<file path="src/rtl/core_wb_arbiter_pkg.sv">
// Shared core types for the GPR write-back path, plus write-back arbiter defaults.
// Latency: n/a (types and constants only).
// Backpressure: n/a.
package core_wb_arbiter_pkg;

  localparam int REG_ADDR_W = 5;
  localparam int DATA_W     = 32;

  typedef logic [REG_ADDR_W-1:0] reg_addr_t;
  typedef logic [DATA_W-1:0]     data_t;

  // Defaults for the write-back arbiter.
  localparam int CORE_WB_LQ_DEPTH     = 4;
  localparam int CORE_WB_STARVE_LIMIT = 3;

  // One load-return entry: destination register plus the loaded value.
  typedef struct packed {
    reg_addr_t addr;
    data_t     data;
  } lq_entry_t;

endpackage

</file>
<file path="src/rtl/core_wb_fifo.sv">
// Generic synchronous FIFO holding W-bit entries; head entry is always visible.
// Latency: a pushed entry becomes visible at the head one cycle later (no bypass).
// Backpressure: full derives from the registered count; push while full is dropped, pop while empty ignored.
module core_wb_fifo #(
  parameter int DEPTH = 4,
  parameter int W     = 37
) (
  input  logic         i_clk,
  input  logic         i_rst_n,
  input  logic         i_push,
  input  logic [W-1:0] i_push_dat,
  input  logic         i_pop,
  output logic [W-1:0] o_head_dat,
  output logic         o_full,
  output logic         o_empty
);

  localparam int PW = $clog2(DEPTH);
  localparam int CW = PW + 1;
  localparam logic [CW-1:0] DEPTH_C = CW'(DEPTH);

  logic [PW-1:0] r_wr_ptr;
  logic [PW-1:0] r_rd_ptr;
  logic [CW-1:0] r_count;
  logic [W-1:0]  r_mem [DEPTH];

  logic w_do_push;
  logic w_do_pop;

  // Full blocks a push even when a pop happens in the same cycle.
  assign w_do_push  = i_push && !o_full;
  assign w_do_pop   = i_pop && !o_empty;
  assign o_full     = (r_count == DEPTH_C);
  assign o_empty    = (r_count == '0);
  assign o_head_dat = r_mem[r_rd_ptr];

  // Storage array: written at the tail, no reset needed since count gates validity.
  always_ff @(posedge i_clk) begin
    if (w_do_push) begin
      r_mem[r_wr_ptr] <= i_push_dat;
    end
  end

  // Pointers wrap naturally at the power-of-two depth; count tracks occupancy.
  always_ff @(posedge i_clk or negedge i_rst_n) begin
    if (!i_rst_n) begin
      r_wr_ptr <= '0;
      r_rd_ptr <= '0;
      r_count  <= '0;
    end else begin
      if (w_do_push) r_wr_ptr <= r_wr_ptr + 1'b1;
      if (w_do_pop)  r_rd_ptr <= r_rd_ptr + 1'b1;
      case ({w_do_push, w_do_pop})
        2'b10:   r_count <= r_count + 1'b1;
        2'b01:   r_count <= r_count - 1'b1;
        default: r_count <= r_count;
      endcase
    end
  end

endmodule

</file>
<file path="src/rtl/core_wb_arbiter.sv">
// GPR write-port arbiter: ALU results (priority) and buffered load returns merged into one registered write.
// Latency: ALU 1 cycle to wb; load minimum 2 cycles (push, then pop into the write register).
// Backpressure: lsu_ready = !full; alu_ready drops for one cycle when a queued load has starved STARVE_LIMIT cycles.
// Optional: define CORE_WB_BYPASS_EN to add decode forwarding ports (byp_*).
module core_wb_arbiter
  import core_wb_arbiter_pkg::*;
#(
  parameter int LQ_DEPTH     = CORE_WB_LQ_DEPTH,
  parameter int STARVE_LIMIT = CORE_WB_STARVE_LIMIT
) (
  input  logic                  i_clk,
  input  logic                  i_rst_n,
  input  logic                  i_alu_valid,
  output logic                  o_alu_ready,
  input  logic [REG_ADDR_W-1:0] i_alu_addr,
  input  logic [DATA_W-1:0]     i_alu_data,
  input  logic                  i_lsu_valid,
  output logic                  o_lsu_ready,
  input  logic [REG_ADDR_W-1:0] i_lsu_addr,
  input  logic [DATA_W-1:0]     i_lsu_data,
  output logic                  o_wb,
  output logic [REG_ADDR_W-1:0] o_wb_addr,
  output logic [DATA_W-1:0]     o_wb_data,
  output logic                  o_lq_empty
`ifdef CORE_WB_BYPASS_EN
  ,
  input  logic [REG_ADDR_W-1:0] i_byp_a_addr,
  input  logic [REG_ADDR_W-1:0] i_byp_b_addr,
  output logic                  o_byp_a_hit,
  output logic                  o_byp_b_hit,
  output logic [DATA_W-1:0]     o_byp_data
`endif
);

  localparam int SW = $clog2(STARVE_LIMIT + 1);
  localparam logic [SW-1:0] STARVE_MAX = SW'(STARVE_LIMIT);

  lq_entry_t     w_push_ent;
  lq_entry_t     w_head_ent;
  logic          w_full;
  logic          w_empty;
  logic          w_force;
  logic          w_pop;
  logic          w_take_alu;
  logic [SW-1:0] r_starve_cnt;
  logic          r_wb;
  reg_addr_t     r_wb_addr;
  data_t         r_wb_data;

  assign w_push_ent.addr = i_lsu_addr;
  assign w_push_ent.data = i_lsu_data;

  core_wb_fifo #(
    .DEPTH (LQ_DEPTH),
    .W     ($bits(lq_entry_t))
  ) u_lq (
    .i_clk      (i_clk),
    .i_rst_n    (i_rst_n),
    .i_push     (i_lsu_valid && o_lsu_ready),
    .i_push_dat (w_push_ent),
    .i_pop      (w_pop),
    .o_head_dat (w_head_ent),
    .o_full     (w_full),
    .o_empty    (w_empty)
  );

  // Selection: a starved load wins, then the ALU, then any queued load.
  assign w_force    = (r_starve_cnt == STARVE_MAX);
  assign w_pop      = !w_empty && (w_force || !i_alu_valid);
  assign w_take_alu = i_alu_valid && !w_force;

  assign o_alu_ready = !w_force;
  assign o_lsu_ready = !w_full;
  assign o_lq_empty  = w_empty;
  assign o_wb        = r_wb;
  assign o_wb_addr   = r_wb_addr;
  assign o_wb_data   = r_wb_data;

  // Starvation counter: counts cycles a non-empty queue goes undrained, saturating at the limit.
  always_ff @(posedge i_clk or negedge i_rst_n) begin
    if (!i_rst_n) begin
      r_starve_cnt <= '0;
    end else if (w_empty || w_pop) begin
      r_starve_cnt <= '0;
    end else if (!w_force) begin
      r_starve_cnt <= r_starve_cnt + 1'b1;
    end
  end

  // Write register: one GPR write per cycle; address/data hold their last value when idle.
  always_ff @(posedge i_clk or negedge i_rst_n) begin
    if (!i_rst_n) begin
      r_wb      <= 1'b0;
      r_wb_addr <= '0;
      r_wb_data <= '0;
    end else begin
      r_wb <= w_pop || w_take_alu;
      if (w_pop) begin
        r_wb_addr <= w_head_ent.addr;
        r_wb_data <= w_head_ent.data;
      end else if (w_take_alu) begin
        r_wb_addr <= i_alu_addr;
        r_wb_data <= i_alu_data;
      end
    end
  end

`ifdef CORE_WB_BYPASS_EN
  // Forward the in-flight write to decode when a source register matches it.
  assign o_byp_a_hit = r_wb && (r_wb_addr == i_byp_a_addr);
  assign o_byp_b_hit = r_wb && (r_wb_addr == i_byp_b_addr);
  assign o_byp_data  = r_wb_data;
`endif

endmodule

</file>
<file path="config.mk">
export PLATFORM = sky130hd
export DESIGN_NAME = core_wb_arbiter
export DESIGN_NICKNAME = d
export VERILOG_FILES = /design/src/rtl/core_wb_arbiter_pkg.sv /design/src/rtl/core_wb_fifo.sv /design/src/rtl/core_wb_arbiter.sv
export SDC_FILE = /design/constraint.sdc
export NUM_CORES = 1
export LEC_CHECK = 0
export CORE_ASPECT_RATIO = 0.6
export CORE_MARGIN = 1.5
export CORE_UTILIZATION = 51
export DETAILED_ROUTE_END_ITERATION = 8
export GPL_ROUTABILITY_DRIVEN = 0
export HOLD_SLACK_MARGIN = 0.1
export PLACE_DENSITY = 0.75
export SETUP_SLACK_MARGIN = 0.5
export SLEW_MARGIN = 20
export SYNTH_ARGS = -nofsm -noshare
export SYNTH_HDL_FRONTEND = slang
export SYNTH_SLANG_ARGS = --single-unit
export TNS_END_PERCENT = 100
</file>
<file path="constraint.sdc">
create_clock -name i_clk -period 3.94 [get_ports i_clk]
set_input_delay 0.788 -clock i_clk [delete_from_list [all_inputs] [get_ports i_clk]]
set_output_delay 0.788 -clock i_clk [all_outputs]
set_load 0.02 [all_outputs]
</file>
# After elaboration in Yosys (flattened, before gate mapping)
# Memories as Yosys holds them, arrays and structs flattened.
# Index checks and enable logic that the tools add are counted.
# W data, S select, Z words.
# classes
bitwise_logic	0
addsub	5
eq_ne	5
n_mux	9
shift	0
magnitude_cmp	0
div	0
n_reduce_logical	15
n_mul	0
# ops
operator	n
$mux W32	2
$mux W5	2
$add A2 B1 Y2 const B	3
$pmux W3 S2	1
$logic_and A1 B1 Y1	5
$eq A2 B2 Y1 const B	2
$logic_not A1 Y1	4
$mux W2	2
$reduce_bool A2 Y1	2
$add A3 B1 Y3 const B	1
$eq A3 B3 Y1 const B	1
$logic_not A3 Y1	1
$logic_or A1 B1 Y1	3
$sub A3 B1 Y3 const B	1
$eq A2 B1 Y1 const B	1
$mux W1	2
$ne A2 B1 Y1 const B	1
# totals
n_memories	1
mem_bits_rw	148
register_bits	47
latchBits	0
output_inout_bits	41
elab_cells	42
romBits	0
# memory_table
name	words	width	rd	rd_ports_with_merged_regs	wr	line_no	text
u_lq.r_mem	4	37	1	0	1	core_wb_fifo.sv:25	logic [W-1:0] r_mem [DEPTH];

# Logic depth before layout (Yosys ltp)
# depth
word_depth	6
ltp_mapped	10
mapped_depth_nobuf	9

# Modules after synthesis
# Synthesis repeated with hierarchy kept, for this count alone.
# unflattened
hier_cells	362
area_unflattened_um2	8018.9
# modules_own_cells
mod	instances	cells_per_inst	area_each_um2
core_wb_fifo	1	230	5755.5
core_wb_arbiter	1	132	2263.4

# Worst setup path after synthesis
# OpenSTA, ideal clock, no wires.
# synth_path
kind	input port to flip-flop
start	in i_alu_valid
end	reg u_lq.r_count[2]
required_ps	3861
stages	9
n_path_buf	1
setup_slack_ps	1657
setup_ps	79
arrival_time_ps	2204
path_cell_list	nor2b_1 -> buf_2 -> nor2_1 -> ha_1 -> inv_1 -> fa_1 -> xor2_1 -> nor2_1 -> xor2_1
# synth_between
elab_chain_cells	6
word_cells_on_any_way	8
classes_between	2 x eq/ne; 1 x mux; 5 x reduce/logical
# synth_rtl
element	line_no	text
from (decl)	core_wb_arbiter.sv:13	input logic i_alu_valid,
$logic_not A1 Y1 (*)	core_wb_arbiter.sv:69	assign w_pop = !w_empty && (w_force || !i_alu_valid);
$logic_or A1 B1 Y1 (*)	core_wb_arbiter.sv:69	
$logic_and A1 B1 Y1 (*)	core_wb_arbiter.sv:69	
$logic_and A1 B1 Y1 (*)	core_wb_fifo.sv:32	assign w_do_pop = i_pop && !o_empty;
named net u_lq.w_do_pop	core_wb_fifo.sv:28	logic w_do_pop;
$eq A2 B1 Y1 / $eq A2 B2 Y1 (equally long branches)	core_wb_fifo.sv:53	case ({w_do_push, w_do_pop})
$pmux W3 S2 / $reduce_bool A2 Y1 (equally long branches)	-	
to (signal assigned)	core_wb_fifo.sv:54	2'b10: r_count <= r_count + 1'b1;
to (signal assigned)	core_wb_fifo.sv:55	2'b01: r_count <= r_count - 1'b1;
to (signal assigned)	core_wb_fifo.sv:56	default: r_count <= r_count;
to (decl)	core_wb_fifo.sv:24	logic [CW-1:0] r_count;
# The timed path passes the listed nets; every way through them passes the cells marked *.
# A chain may end at the register's enable or synchronous reset.

# Final worst setup path
# layout_path
start	reg u_lq.r_count[0]
end	out o_lq_empty
# layout_between
elab_chain_cells	1
# layout_rtl
element	line_no	text
$logic_not A3 Y1	core_wb_fifo.sv:34	assign o_empty = (r_count == '0);
to (decl)	core_wb_arbiter.sv:24	output logic o_lq_empty
# No other way between the ends.

==> impl_metrics.json <==
{
  "cp.required_ps": 3150,
  "synth_top_area_share_pct": 57.6,
  "area_growth_pct": 24.4,
  "async_flop_share_pct": 24.1,
  "grt_max_degree": 48,
  "crit_family": "buffers and inverters",
  "cts_buffers": 17,
  "grt_pass1_vias": 4375,
  "drtIter0Drc": 302,
  "max_cap_violations": 0,
  "die_w_um": 162,
  "yosysMostFrequentCell": "edfxtp_1",
  "worst_setup_path_start_kind": "flop",
  "fin_cells": 769,
  "rsz0062_at_grt": "false",
  "synthFlopType": "edfxtp_1",
  "synth_area_per_cell_um2": 17.4,
  "pwr-share-clk_pct": 23.5,
  "r2r_slack_ps": 1230,
  "root_buffer": "clkbuf_16",
  "maxSlewHeadroom_pct": 31.9,
  "vias": 4219,
  "fmax_mhz": 303,
  "ys_seq_area_share_pct": 72.9,
  "ioPinCount": 119,
  "post-route-drc-count": 0,
  "placedCellCount": 737,
  "synth_mux_area_share_pct": 11.1,
  "power_density_nw_per_um2": 742,
  "finalSetupViolations": 0,
  "cp_slowest_stage_delay_ps": 630,
  "final_area_um2": 9600,
  "route.antenna.remaining_nets": 0,
  "grt_pass1_wl_um": 24300,
  "rows": 34,
  "clk_latency_ps": 420,
  "p_seq_share_pct": 43.7,
  "yosys.area_share.simple_pct": 4.78,
  "core_area_um2": 14600,
  "ys_seq_elements": 195,
  "synth_xor_area_share_pct": 0.681,
  "synth_fa_ha_area_share_pct": 1.23,
  "clk_pin_slew_ps": 70,
  "setup_slack_ps": 639,
  "power_mw": 7.12,
  "track_usage_pct": 20.9,
  "rr_worst_depth": 10,
  "finish.utilization_pct": 65.6,
  "synth_area_leader_cell": "edfxtp_1",
  "synth_top_family_by_area": "multiplexers",
  "critPathSlowestCell": "clkdlybuf4s50_1",
  "post-place-ws_ps": 916,
  "via_per_inst": 5.49,
  "finClkSkew_ps": 10.2,
  "routed_wl_um": 15600,
  "routedWlPerCell_um": 20.3,
  "clock-sinks": 195,
  "n_fill_cell": 1008,
  "arrival_ps": 2510,
  "switching_share_pct": 32.2,
  "fin_crit_sh_pct": 83.8,
  "antenna_found_initial": 0,
  "synth.yosys.warnings": 0,
  "crit_chain": "or3_2 > buf_4 > clkinv_16 > clkdlybuf4s50_1",
  "die_height_um": 98.3,
  "slew_violations": 0,
  "nets": 643,
  "critPathBufInv": 3,
  "cp.depth": 4,
  "postCtsHoldBufs": 0,
  "critical_path_class": "reg2out",
  "synth_area_leaders": "edfxtp_1 (58%), dfrtp_1 (15%), mux4_2 (11%)",
  "vdd_drop_max_v": 0.000383,
  "r2r-start": "u_lq.r_count[0]$_DFFE_PN0P_",
  "syn_inst": 443,
  "internal_power_mw": 4.83,
  "syn_area_um2": 7710,
  "htreeDepth": 4,
  "hold_violations": 0,
  "cts_tree": "done",
  "hpwl_um": 9250,
  "min_path_type": "in2async",
  "worstMarginPinSlew_ps": 1020,
  "grt_overflow": 0,
  "synth_compound_area_share_pct": 6.60,
  "cts_max_path_buffers": 2,
  "synth_fp_nets": 528,
  "synthTopCellsByCount": "edfxtp_1 (148), dfrtp_1 (47), nor2_1 (39), nand2_1 (38)",
  "ys_types": 28,
  "power.switching_mw": 2.30,
  "post_cts_buffers": 0,
  "rr_endpoint": "u_lq.r_count[2]$_DFFE_PN0P_",
  "endpoint_kind": "primary output",
  "portBuffers": 118,
  "post-route-min-period_ps": 3300,
  "p_comb_share_pct": 32.8,
  "cp_max_fo": 41,
  "fin_setup_tns_ps": 0,
  "antenna_cells": 0,
  "hold_slack_ps": 409,
  "status": "complete, no violations",
  "start_util_pct": 52.7,
  "first_pass_iters": 5,
  "leakagePower_nw": 3.40,
  "drive_gt1_share_pct": 21.0,
  "die-area_um2": 15900,
  "synth_edf_count": 148,
  "place_area_um2": 9010
}
## cells in the final DEF, fill, tap and decap left out, types with 2 or more instances in the layout
master             n
clkbuf_1           2
nor2_1            39
edfxtp_1         148
dfrtp_2            2
clkbuf_16         17
clkdlybuf4s50_1  117
dfrtp_1           45
clkinv_4           3
buf_4              4
xor2_1             3
a21oi_2           37
bufinv_16          2
nand2_1           38
ha_1               6
and3_2             4
clkinvlp_4         3
clkinv_2           3
mux4_2            37
a21oi_1           37
xnor2_1            3
inv_1              7
## worst register-to-register path, cell delays in order (launching register included)
cell and delay (ps):
dfrtp_1 410, or3_2 140, buf_4 460, clkinv_16 280, nor2_1 280, ha_1 230
inv_1 60, fa_1 370, xor2_1 150, nor2_1 110, xor2_1 160
## timing repair
| action | CTS | global route |
|---|---|---|
| setup endpoints to repair | 1 | 1 |
| hold endpoints to repair | 0 | 0 |
| gates resized for setup | 1 | 1 |
## state kept, by name, summed over array words and instances (netlist names)
register and flops:
u_lq.r_rd_ptr 2, o_wb 1, o_wb_addr 5, u_lq.r_mem 148, u_lq.r_wr_ptr 2, r_starve_cnt 2, o_wb_data 32, u_lq.r_count 3
## metal layers
metal  GRT usage [%]  wire, µm
met5               0         0
met4            5.29       131
met3            4.93      1170
met2            31.7      6940
met1            30.9      7360
## logic make-up (layout without fill, tap and decap cells)
group | count (synthesis) | in the layout
flops | 195 | 195
simple gates | 89 | 89
compound gates | 74 | 74
mux | 39 | 39
buf+inv | 33 | 161
fa+ha+maj | 7 | 7
xor+xnor | 6 | 6
## power groups by stage
stage | clock, mW | combinational [mW] | sequential [mW]
after global placement | 0 | 2.31 | 3.12
final | 1.68 | 2.34 | 3.11
after floorplan | 0 | 1.46 | 3.20
after detailed placement | 0 | 2.35 | 3.15
after CTS | 1.70 | 2.37 | 3.11
after global routing | 1.77 | 2.53 | 3.17
## final cells by class
type / instances / area (µm²) / share of cell area, %
multi-input cells: 215 / 1900 / 19.8
flip-flops and latches: 195 / 5620 / 58.6
inverters: 8 / 56.3 / 0.587
well taps: 198 / 248 / 2.58
repair buffers: 121 / 1200 / 12.5
clock inverters: 13 / 136 / 1.42
clock buffers: 19 / 433 / 4.51
## worst max path at each step
stage / start / end
detailed placement: u_lq.r_count[0]$_DFFE_PN0P_ / o_lq_empty
global placement: u_lq.r_count[0]$_DFFE_PN0P_ / o_lq_empty
global route: u_lq.r_count[0]$_DFFE_PN0P_ / o_lq_empty
CTS: u_lq.r_count[0]$_DFFE_PN0P_ / o_lq_empty
finish: u_lq.r_count[0]$_DFFE_PN0P_ / o_lq_empty
floorplan: i_alu_valid / u_lq.r_count[2]$_DFFE_PN0P_
Note: power is estimated with default switching activity, not from simulation.
